$ cat config.mk
export PLATFORM = sky130hd
export DESIGN_NAME = bp_fe_lce_cmd_engine
export DESIGN_NICKNAME = d
export VERILOG_FILES = /design/src/rtl/bp_fe_lce_cmd_engine_pkg.sv /design/src/rtl/bp_fe_lce_cmd_engine_cce_id.sv /design/src/rtl/bp_fe_lce_cmd_engine.sv
export SDC_FILE = /design/constraint.sdc
export NUM_CORES = 1
export LEC_CHECK = 0
export ABC_AREA = 1
export CORE_AREA = 10 10 148 150
export CTS_CLUSTER_SIZE = 28
export DETAILED_ROUTE_END_ITERATION = 8
export DIE_AREA = 0 0 158 160
export HOLD_SLACK_MARGIN = 0.02
export PLACE_DENSITY = 0.6
export SLEW_MARGIN = 20
export SYNTH_ARGS = -nofsm -noshare
export SYNTH_HDL_FRONTEND = slang
export SYNTH_SLANG_ARGS = --single-unit
$ cat constraint.sdc
create_clock -name clk_i -period 1.2 [get_ports clk_i]
set_input_delay 0.24 -clock clk_i [delete_from_list [all_inputs] [get_ports clk_i]]
set_output_delay 0.24 -clock clk_i [all_outputs]
set_load 0.005 [all_outputs]
$ cat src/rtl/bp_fe_lce_cmd_engine_pkg.sv
// Shared types for the icache LCE command engine.
// Holds the fixed processor configuration used by this slice (ids, address
// split, icache geometry), the CCE->LCE command and LCE->CCE response
// encodings, the icache tag/data mem opcodes, and the packet structs that
// travel between the command engine, the icache and the coherence network.
package bp_fe_lce_cmd_engine_pkg;

  localparam int lce_id_width_gp       = 2;
  localparam int cce_id_width_gp       = 3;
  localparam int paddr_width_gp        = 32;
  localparam int icache_sets_gp        = 64;
  localparam int icache_assoc_gp       = 8;
  localparam int block_width_gp        = 128;
  localparam int index_width_gp        = $clog2(icache_sets_gp);
  localparam int way_width_gp          = $clog2(icache_assoc_gp);
  localparam int block_offset_width_gp = $clog2(block_width_gp / 8);
  localparam int tag_width_gp          = paddr_width_gp - index_width_gp - block_offset_width_gp;
  localparam int coh_state_width_gp    = 2;

  typedef enum logic [3:0] {
    e_lce_cmd_sync           = 4'd0,
    e_lce_cmd_set_clear      = 4'd1,
    e_lce_cmd_transfer       = 4'd2,
    e_lce_cmd_writeback      = 4'd3,
    e_lce_cmd_set_tag        = 4'd4,
    e_lce_cmd_set_tag_wakeup = 4'd5,
    e_lce_cmd_invalidate_tag = 4'd6,
    e_lce_cmd_uc_st_done     = 4'd7,
    e_lce_cmd_data           = 4'd8,
    e_lce_cmd_uc_data        = 4'd9
  } bp_lce_cmd_type_e;

  typedef enum logic [1:0] {
    e_lce_cce_sync_ack = 2'd0,
    e_lce_cce_inv_ack  = 2'd1,
    e_lce_cce_coh_ack  = 2'd2,
    e_lce_cce_resp_wb  = 2'd3
  } bp_lce_cce_resp_type_e;

  typedef enum logic [1:0] {
    e_tag_mem_clear      = 2'd0,
    e_tag_mem_set_tag    = 2'd1,
    e_tag_mem_invalidate = 2'd2,
    e_tag_mem_set_state  = 2'd3
  } bp_icache_tag_mem_opcode_e;

  typedef enum logic [0:0] {
    e_data_mem_write    = 1'b0,
    e_data_mem_uncached = 1'b1
  } bp_icache_data_mem_opcode_e;

  typedef struct packed {
    bp_lce_cmd_type_e                msg_type;
    logic [way_width_gp-1:0]         way_id;
    logic [coh_state_width_gp-1:0]   state;
    logic [paddr_width_gp-1:0]       addr;
    logic [block_width_gp-1:0]       data;
  } bp_lce_cmd_s;

  typedef struct packed {
    logic [index_width_gp-1:0]       index;
    logic [way_width_gp-1:0]         way;
    bp_icache_tag_mem_opcode_e       opcode;
    logic [tag_width_gp-1:0]         tag;
    logic [coh_state_width_gp-1:0]   state;
  } bp_icache_tag_mem_pkt_s;

  typedef struct packed {
    logic [index_width_gp-1:0]       index;
    logic [way_width_gp-1:0]         way;
    bp_icache_data_mem_opcode_e      opcode;
    logic [block_width_gp-1:0]       data;
  } bp_icache_data_mem_pkt_s;

  typedef struct packed {
    logic [cce_id_width_gp-1:0]      dst_id;
    logic [lce_id_width_gp-1:0]      src_id;
    bp_lce_cce_resp_type_e           msg_type;
    logic [paddr_width_gp-1:0]       addr;
  } bp_lce_cce_resp_s;

  localparam int cmd_width_gp  = $bits(bp_lce_cmd_s);
  localparam int tpkt_width_gp = $bits(bp_icache_tag_mem_pkt_s);
  localparam int dpkt_width_gp = $bits(bp_icache_data_mem_pkt_s);
  localparam int resp_width_gp = $bits(bp_lce_cce_resp_s);

endpackage

$ cat src/rtl/bp_fe_lce_cmd_engine_cce_id.sv
// Maps a block address to its home CCE.
// Blocks are interleaved across the CCEs at block granularity, so the home
// CCE is the block number modulo the CCE count.
//  blk_addr_i  in   block number (paddr without the block offset)
//  cce_id_o    out  home CCE id
module bp_fe_lce_cmd_engine_cce_id
  import bp_fe_lce_cmd_engine_pkg::*;
#(
  parameter int num_cce_p = 1
) (
  input  logic [paddr_width_gp-block_offset_width_gp-1:0] blk_addr_i,
  output logic [cce_id_width_gp-1:0]                      cce_id_o
);

  assign cce_id_o = cce_id_width_gp'(32'(blk_addr_i) % 32'(num_cce_p));

endmodule

$ cat src/rtl/bp_fe_lce_cmd_engine.sv
// Icache-side LCE command engine.
// Consumes CCE->LCE commands, turns them into icache tag/data mem write
// packets, returns sync/invalidate acks, and pulses the *_received strobes
// that wake the icache LCE request FSM.
//  clk_i / reset_i                      clock, asynchronous active-high reset
//  lce_id_i                             own LCE id (resp src_id)
//  lce_cmd_i / _v_i / _yumi_o           command in; yumi once per command on completion
//  tag_mem_pkt_o / _v_o / _yumi_i       tag mem write packet
//  data_mem_pkt_o / _v_o / _yumi_i      data mem write packet
//  lce_resp_o / _v_o / _ready_i         sync_ack / inv_ack to the CCE
//  *_received_o                         one-cycle completion strobes
//  coherence_blocked_o                  command pending, a mem packet was refused
//  cmd_ready_o                          idle with no command pending
//  sync_done_o                          every CCE has been sync-acked (sticky)
module bp_fe_lce_cmd_engine
  import bp_fe_lce_cmd_engine_pkg::*;
#(
  parameter  int num_cce_p     = 1,
  localparam int sync_width_lp = $clog2(num_cce_p + 1)
) (
  input  logic                       clk_i,
  input  logic                       reset_i,
  input  logic [lce_id_width_gp-1:0] lce_id_i,
  input  logic [cmd_width_gp-1:0]    lce_cmd_i,
  input  logic                       lce_cmd_v_i,
  output logic                       lce_cmd_yumi_o,
  output logic [tpkt_width_gp-1:0]   tag_mem_pkt_o,
  output logic                       tag_mem_pkt_v_o,
  input  logic                       tag_mem_pkt_yumi_i,
  output logic [dpkt_width_gp-1:0]   data_mem_pkt_o,
  output logic                       data_mem_pkt_v_o,
  input  logic                       data_mem_pkt_yumi_i,
  output logic [resp_width_gp-1:0]   lce_resp_o,
  output logic                       lce_resp_v_o,
  input  logic                       lce_resp_ready_i,
  output logic                       cce_data_received_o,
  output logic                       uncached_data_received_o,
  output logic                       set_tag_received_o,
  output logic                       set_tag_wakeup_received_o,
  output logic                       coherence_blocked_o,
  output logic                       cmd_ready_o,
  output logic                       sync_done_o
);

  localparam logic [0:0] e_ready     = 1'b0;
  localparam logic [0:0] e_send_resp = 1'b1;

  bp_lce_cmd_s             cmd;
  bp_icache_tag_mem_pkt_s  tag_pkt;
  bp_icache_data_mem_pkt_s data_pkt;
  bp_lce_cce_resp_s        resp;

  logic [0:0]                 state_r, state_n;
  bp_lce_cce_resp_type_e      resp_type_r, resp_type_n;
  logic [sync_width_lp-1:0]   sync_cnt_r;
  logic                       sync_inc;
  logic                       tag_done_r, tag_done_n;
  logic                       data_done_r, data_done_n;
  logic                       tag_ok, data_ok;
  logic [cce_id_width_gp-1:0] dst_cce_id;
  logic [index_width_gp-1:0]  cmd_index;
  logic [tag_width_gp-1:0]    cmd_tag;

  assign cmd       = lce_cmd_i;
  assign cmd_index = cmd.addr[block_offset_width_gp +: index_width_gp];
  assign cmd_tag   = cmd.addr[paddr_width_gp-1 -: tag_width_gp];
  // A mem packet counts as done once accepted, either in an earlier cycle or now.
  assign tag_ok    = tag_done_r | tag_mem_pkt_yumi_i;
  assign data_ok   = data_done_r | data_mem_pkt_yumi_i;

  bp_fe_lce_cmd_engine_cce_id #(
    .num_cce_p(num_cce_p)
  ) cce_id (
    .blk_addr_i(cmd.addr[paddr_width_gp-1:block_offset_width_gp]),
    .cce_id_o  (dst_cce_id)
  );

  always_comb begin
    state_n                   = state_r;
    resp_type_n               = resp_type_r;
    tag_done_n                = tag_done_r;
    data_done_n               = data_done_r;
    sync_inc                  = 1'b0;
    tag_mem_pkt_v_o           = 1'b0;
    data_mem_pkt_v_o          = 1'b0;
    lce_resp_v_o              = 1'b0;
    lce_cmd_yumi_o            = 1'b0;
    cce_data_received_o       = 1'b0;
    uncached_data_received_o  = 1'b0;
    set_tag_received_o        = 1'b0;
    set_tag_wakeup_received_o = 1'b0;
    tag_pkt  = '{index: cmd_index, way: cmd.way_id, opcode: e_tag_mem_set_tag,
                 tag: cmd_tag, state: cmd.state};
    data_pkt = '{index: cmd_index, way: cmd.way_id, opcode: e_data_mem_write,
                 data: cmd.data};

    if (state_r == e_ready) begin
      if (lce_cmd_v_i) begin
        case (cmd.msg_type)
          e_lce_cmd_sync: begin
            resp_type_n = e_lce_cce_sync_ack;
            state_n     = e_send_resp;
          end
          e_lce_cmd_set_clear: begin
            // Clear opcode wipes every way of the set; the way field is ignored.
            tag_pkt.opcode  = e_tag_mem_clear;
            tag_mem_pkt_v_o = 1'b1;
            lce_cmd_yumi_o  = tag_mem_pkt_yumi_i;
          end
          e_lce_cmd_invalidate_tag: begin
            tag_pkt.opcode  = e_tag_mem_invalidate;
            tag_mem_pkt_v_o = 1'b1;
            if (tag_mem_pkt_yumi_i) begin
              resp_type_n = e_lce_cce_inv_ack;
              state_n     = e_send_resp;
            end
          end
          e_lce_cmd_set_tag, e_lce_cmd_set_tag_wakeup: begin
            tag_mem_pkt_v_o = 1'b1;
            if (tag_mem_pkt_yumi_i) begin
              lce_cmd_yumi_o            = 1'b1;
              set_tag_received_o        = (cmd.msg_type == e_lce_cmd_set_tag);
              set_tag_wakeup_received_o = (cmd.msg_type == e_lce_cmd_set_tag_wakeup);
            end
          end
          e_lce_cmd_data: begin
            // Tag and data writes may be accepted in any order; each packet
            // drops out once its own accept has been recorded.
            tag_mem_pkt_v_o  = ~tag_done_r;
            data_mem_pkt_v_o = ~data_done_r;
            if (tag_ok & data_ok) begin
              lce_cmd_yumi_o      = 1'b1;
              cce_data_received_o = 1'b1;
              set_tag_received_o  = 1'b1;
              tag_done_n          = 1'b0;
              data_done_n         = 1'b0;
            end else begin
              tag_done_n  = tag_ok;
              data_done_n = data_ok;
            end
          end
          e_lce_cmd_uc_data: begin
            data_pkt.opcode  = e_data_mem_uncached;
            data_pkt.data    = {{(block_width_gp-64){1'b0}}, cmd.data[63:0]};
            data_mem_pkt_v_o = 1'b1;
            if (data_mem_pkt_yumi_i) begin
              lce_cmd_yumi_o           = 1'b1;
              uncached_data_received_o = 1'b1;
            end
          end
          default: lce_cmd_yumi_o = 1'b1;
        endcase
      end
    end else begin
      lce_resp_v_o = 1'b1;
      if (lce_resp_ready_i) begin
        lce_cmd_yumi_o = 1'b1;
        sync_inc       = (resp_type_r == e_lce_cce_sync_ack);
        state_n        = e_ready;
      end
    end
  end

  assign resp = '{dst_id: dst_cce_id, src_id: lce_id_i, msg_type: resp_type_r,
                  addr: cmd.addr};

  assign tag_mem_pkt_o       = tag_pkt;
  assign data_mem_pkt_o      = data_pkt;
  assign lce_resp_o          = resp;
  assign coherence_blocked_o = (state_r == e_ready) & lce_cmd_v_i
                             & ((tag_mem_pkt_v_o & ~tag_mem_pkt_yumi_i)
                              | (data_mem_pkt_v_o & ~data_mem_pkt_yumi_i));
  assign cmd_ready_o         = (state_r == e_ready) & ~lce_cmd_v_i;
  assign sync_done_o         = (sync_cnt_r == sync_width_lp'(num_cce_p));

  // Registered control state
  always_ff @(posedge clk_i or posedge reset_i) begin
    if (reset_i) begin
      state_r     <= e_ready;
      resp_type_r <= e_lce_cce_sync_ack;
      sync_cnt_r  <= '0;
      tag_done_r  <= 1'b0;
      data_done_r <= 1'b0;
    end else begin
      state_r     <= state_n;
      resp_type_r <= resp_type_n;
      tag_done_r  <= tag_done_n;
      data_done_r <= data_done_n;
      if (sync_inc && !sync_done_o)
        sync_cnt_r <= sync_cnt_r + sync_width_lp'(1);
    end
  end

endmodule

**After elaboration in Yosys (flattened, before gate mapping)**

Cells that the tools add are included.

- $add $sub $neg: 1
- Equality and inequality tests: 7
- Mux-type cells: 44
- Bitwise logic cells: 15
- Reduce and logical (&&, ||, !) cells: 10

Operators by type and width:

| cell | count |
|---|---|
| $mux 129 | 3 |
| $mux 1 | 31 |
| $eq 4x3->1 const B | 3 |
| $eq 4x4->1 const B | 2 |
| $pmux 1 s2 | 4 |
| $pmux 2 s2 | 2 |
| $and 1x1->1 | 6 |
| $mux 2 | 3 |
| $not 1->1 | 6 |
| $pmux 1 s5 | 1 |
| $eq 4x1->1 const B | 1 |
| $logic_not 4->1 | 1 |
| $reduce_and 4->1 | 1 |
| $reduce_or 2->1 | 2 |
| $reduce_or 4->1 | 1 |
| $or 1x1->1 | 3 |
| $reduce_and 3->1 | 1 |
| $logic_not 2->1 | 1 |
| $ne 2x2->1 const B | 1 |
| $reduce_bool 2->1 | 1 |
| $add 1x1->1 const B | 1 |
| $logic_and 1x1->1 | 1 |
| $logic_not 1->1 | 1 |

- Flip-flop bits (word level): 6
- Logic and storage cells: 82

**Logic depth before layout (Yosys ltp)**

- Depth in word-level cells: 8
- Depth in mapped cells: 10
- Mapped depth without buffers: 10

**Hierarchy**

From an unflattened synthesis, not the netlist that was laid out.

- Cells, all modules: 363
- Area total of the unflattened synthesis: 2,100.8 um2

Modules (own cells, without submodules):

| module | instances | cells an instance | area each (um2) | seq. area each (um2) |
|---|---|---|---|---|
| bp_fe_lce_cmd_engine | 1 | 359 | 2,074.5 | 125.1 |
| bp_fe_lce_cmd_engine_cce_id | 1 | 4 | 26.3 | 0.0 |

**Least setup slack after synthesis**

Ideal clock, no wire load.

- Path type: flip-flop to output port
- From: register state_r
- To: output data_mem_pkt_o[100]
- Arrival time: 1.037 ns
- Required time: 0.960 ns
- Path slack: -0.077 ns
- Stages on the path, launching flop included: 7
- Path buffers: 2
- Path through: dfrtp_1 nor2_4 nand2_2 buf_6 buf_6 nand2_1 inv_2

- Word-level cells in the longest chain between the ends: 1

RTL lines:

| item | RTL line | RTL |
|---|---|---|
| start, declared | bp_fe_lce_cmd_engine.sv:53 | `logic [0:0] state_r, state_n;` |
| start signal, assigned | bp_fe_lce_cmd_engine.sv:179 | `state_r <= e_ready;` |
| start signal, assigned | bp_fe_lce_cmd_engine.sv:185 | `state_r <= state_n;` |
| $mux 129 | bp_fe_lce_cmd_engine.sv:97 | `if (state_r == e_ready) begin` |
| end, declared | bp_fe_lce_cmd_engine.sv:30 | `output logic [dpkt_width_gp-1:0] data_mem_pkt_o,` |

No other way between the ends.

**Worst setup path after layout**

- From: register state_r
- To: output data_mem_pkt_o[79]

The elaborated chain is that of the path after synthesis.

==> metrics.md <==
| Metric | Value |
|---|---|
| Comb pwr share | 0.609 |
| Worst-path fanout max | 4 |
| Die span in y | 160 µm |
| Worst hold-check path type | input port to async pin |
| Syn Area/Cell | 5.793 µm² |
| Fmax | 0.5487 GHz |
| Hold slack | 219.4 ps |
| Largest net degree at the start of global routing | 10 |
| Pint | 1.371 mW |
| Gp weighted congestion | 0.8023 |
| CTS Sinks | 5 |
| Layout Cells excl Fill | 674 |
| Wire per inst | 17.72 µm |
| IO Count | 400 |
| Fillers | 2,096 |
| Main flop type after synthesis | dfrtp_1 |
| P&R area growth vs syn | 94.57% |
| Slowest stage delay, CP | 400 ps |
| Worst r2r src | state_r |
| Required time of the critical path | 960 ps |
| CP endpoint kind | output port |
| Ant diodes | 0 |
| Max-slew violations | 0 |
| Setup-failing EPs final | 78 |
| TritonCTS Buffers | 3 |
| Final WS setup | -622.5 ps |
| CTS Buffer Depth | 2 |
| Post-synth ARST share | 1.000 |
| Power Density | 488.9 nW/µm² |
| Clock Power Share | 0.273 |
| Final min period | 1822 ps |
| Synth area leaders | buf_4 52%, nand2_1 16%, inv_1 13%, dfrtp_1 6.0%, nor2_1 2.9% |
| Synth area leader | buf_4 |
| Total Routing Usage GR | 0.08562 |
| Clk pin slew, worst setup/hold paths | 30 ps |
| Fin nets | 614 |
| Layout cell share with drive strength beyond 1 | 0.6651 |
| DR pass1 iterations | 4 |
| Startpoint Class | flip-flop |
| Tot Pwr | 1.995 mW |
| Remaining DRCs | 0 |
| Core Rows | 51 |
| Post-synth EDFFs | 0 |
| Antenna Violating Nets Remaining | 0 |
| H-tree depth | 1 |
| Post-CTS Hold Buffers | 0 |
| Sequential fraction of the synthesis area | 0.05967 |
| Reg2Reg Depth | 7 |
| Synthesis Warnings | 0 |
| Total congestion overflow | 0 |
| TritonCTS clock tree | built |
| Final WL | 11,940 µm |
| Worst R2R Setup Slack | -20 ps |
| Unrepaired setup endpoints after global routing | yes |
| Synth top area share | 0.5155 |
| Net switching power | 0.6237 mW |
| CP Cell Sequence | nor2_4 -> buf_12 -> nand2_8 -> buf_16 -> buf_8 -> buf_12 -> nand2_2 -> inv_1 -> buf_2 |
| WS Path Type | flip-flop to output port |
| Slowest CP cell | dfrtp_1 |
| Status | finished with violations |
| Final-report hold violation count | 0 |
| Port Buf Inserts | 152 |
| Clock Skew | 0.5438 ps |
| Setup TNS | -37,360 ps |
| Vias in the first global route | 2,359 |
| Arr. time, crit path | 1580 ps |
| Die W | 158 µm |
| Unique masters post-synth | 19 |
| Antenna violations before repair | 1 |
| Most numerous cell on the critical path | buf_12 |
| Period utilization | 1.519 |
| Global-route wire length before repair | 16,090 µm |
| Max cap viols | 0 |
| Vias per inst | 3.283 |
| Failing checks | negative setup slack |
| Latest clock arrival within the worst-skew pair | 230 ps |
| Worst vdd ir | 328.8 µV |
| Switching Share | 0.3127 |
| Sequential Power Share | 0.119 |
| CP startpoint | state_r |
| #FFs+latches synth | 5 |
| Placed Cells incl. Taps | 628 |
| Initial DRC count | 61 |
| Core Region | 19,080 µm² |
| Initial Util | 0.1099 |
| HPWL after DPL | 8775 µm |
| FF-to-FF End | resp_type_r[0] |
| Final core utilization | 0.2139 |
| Mapped Cells | 362 |
| CP endpoint | data_mem_pkt_o[79] |
| P_leak | 2.122 nW |
| Mapped Area | 2097 µm² |
| CTS root buffer | clkbuf_16 |
| Routed via count | 2,213 |
| Die ar. | 25,280 µm² |
[power by group through the flow]
stage | clock [mW] | combinational, mW | sequential, mW
3_3_place_gp | 0 | 0.970 | 0.236
3_5_place_dp | 0 | 0.969 | 0.238
5_1_grt | 0.570 | 1.31 | 0.243
2_1_floorplan | 0 | 0.636 | 0.239
6_report | 0.544 | 1.21 | 0.237
4_1_cts | 0.548 | 1.07 | 0.239
[how the worst min path moves through the flow]
stage / end / startpoint / cells after the start
2_1_floorplan: data_done_r / reset_i / 1
3_3_place_gp: sync_done_o / reset_i / 2
3_5_place_dp: resp_type_r[0] / reset_i / 2
4_1_cts: resp_type_r[0] / reset_i / 2
5_1_grt: resp_type_r[0] / reset_i / 2
6_report: state_r / reset_i / 2
[synthesized netlist by cell type (3+ instances only)]
master,number
inv_1,74
nor2_1,16
buf_6,4
inv_2,8
buf_2,3
buf_4,144
nand2_1,87
nand3_1,5
nand2_2,3
dfrtp_1,5
[sequential cells by signal, summed over array words and instances (netlist names)]
register,cells
data_done_r,1
resp_type_r,1
state_r,1
sync_done_o,1
tag_done_r,1
[logic make-up after synthesis]
kind of cell,synth area share
AO/OA/AOI/OAI,0.03163
flip-flops,0.05967
AND/OR/NAND/NOR,0.2160
buffers and inverters,0.6909
other,0.001788
[cell usage in the layout (no fill, tap or decap), drive strengths merged]
cell type and instances:
dlygate4sd2 6, clkdlybuf4s15 3, o31ai 2, nand3 5, buf 135, clkbuf 11, o21ai 3, dfrtp 5
o21bai 1, inv 81, nand2 91, conb 4, clkinv 1, a21oi 2, o22ai 1, o221ai 1
clkdlybuf4s50 66, nor2 18
[layout make-up]
cell class,count,area [µm²],share of cell area
Timing Repair Buffer,217,2237,0.5483
Clock buffer,4,78.83,0.01932
Multi-Input combinational cell,128,1023,0.2508
Sequential cell,5,125.1,0.03067
Tap cell,238,297.8,0.07298
Inverter,82,317.8,0.07789
[routing by layer]
layer,part of all wire,wire length [µm],vias up,global-route usage
li1,-,-,1032,-
met1,0.32,3769,913,0.07827
met2,0.43,5119,203,0.1273
met3,0.19,2318,59,0.07172
met4,0.053,636,6,0.04760
met5,0.0081,97,-,0.02686
[timing repair]
action / 4_1_cts / 5_1_grt
setup endpoints to repair: 83 / 81
gates cloned: 9 / 1
resized for setup: 431 / 136
setup buffers: 28 / 7
pin swaps: 18 / 14
[stage by stage]
stage	setup slack, ps	area [µm²]
5_1_grt	-698.0	4080
3_5_place_dp	-1099	3002
6_report	-622.5	4080
3_3_place_gp	-1086	3002
4_1_cts	-659.7	3692
2_1_floorplan	-47.41	2118
[worst max-delay path, delay by kind of cell (launching register included)]
family,cells,cell delay (ps)
buf+inv,6,670
flops,1,400
simple gates,3,260
Power figures use the tool's default switching activity.
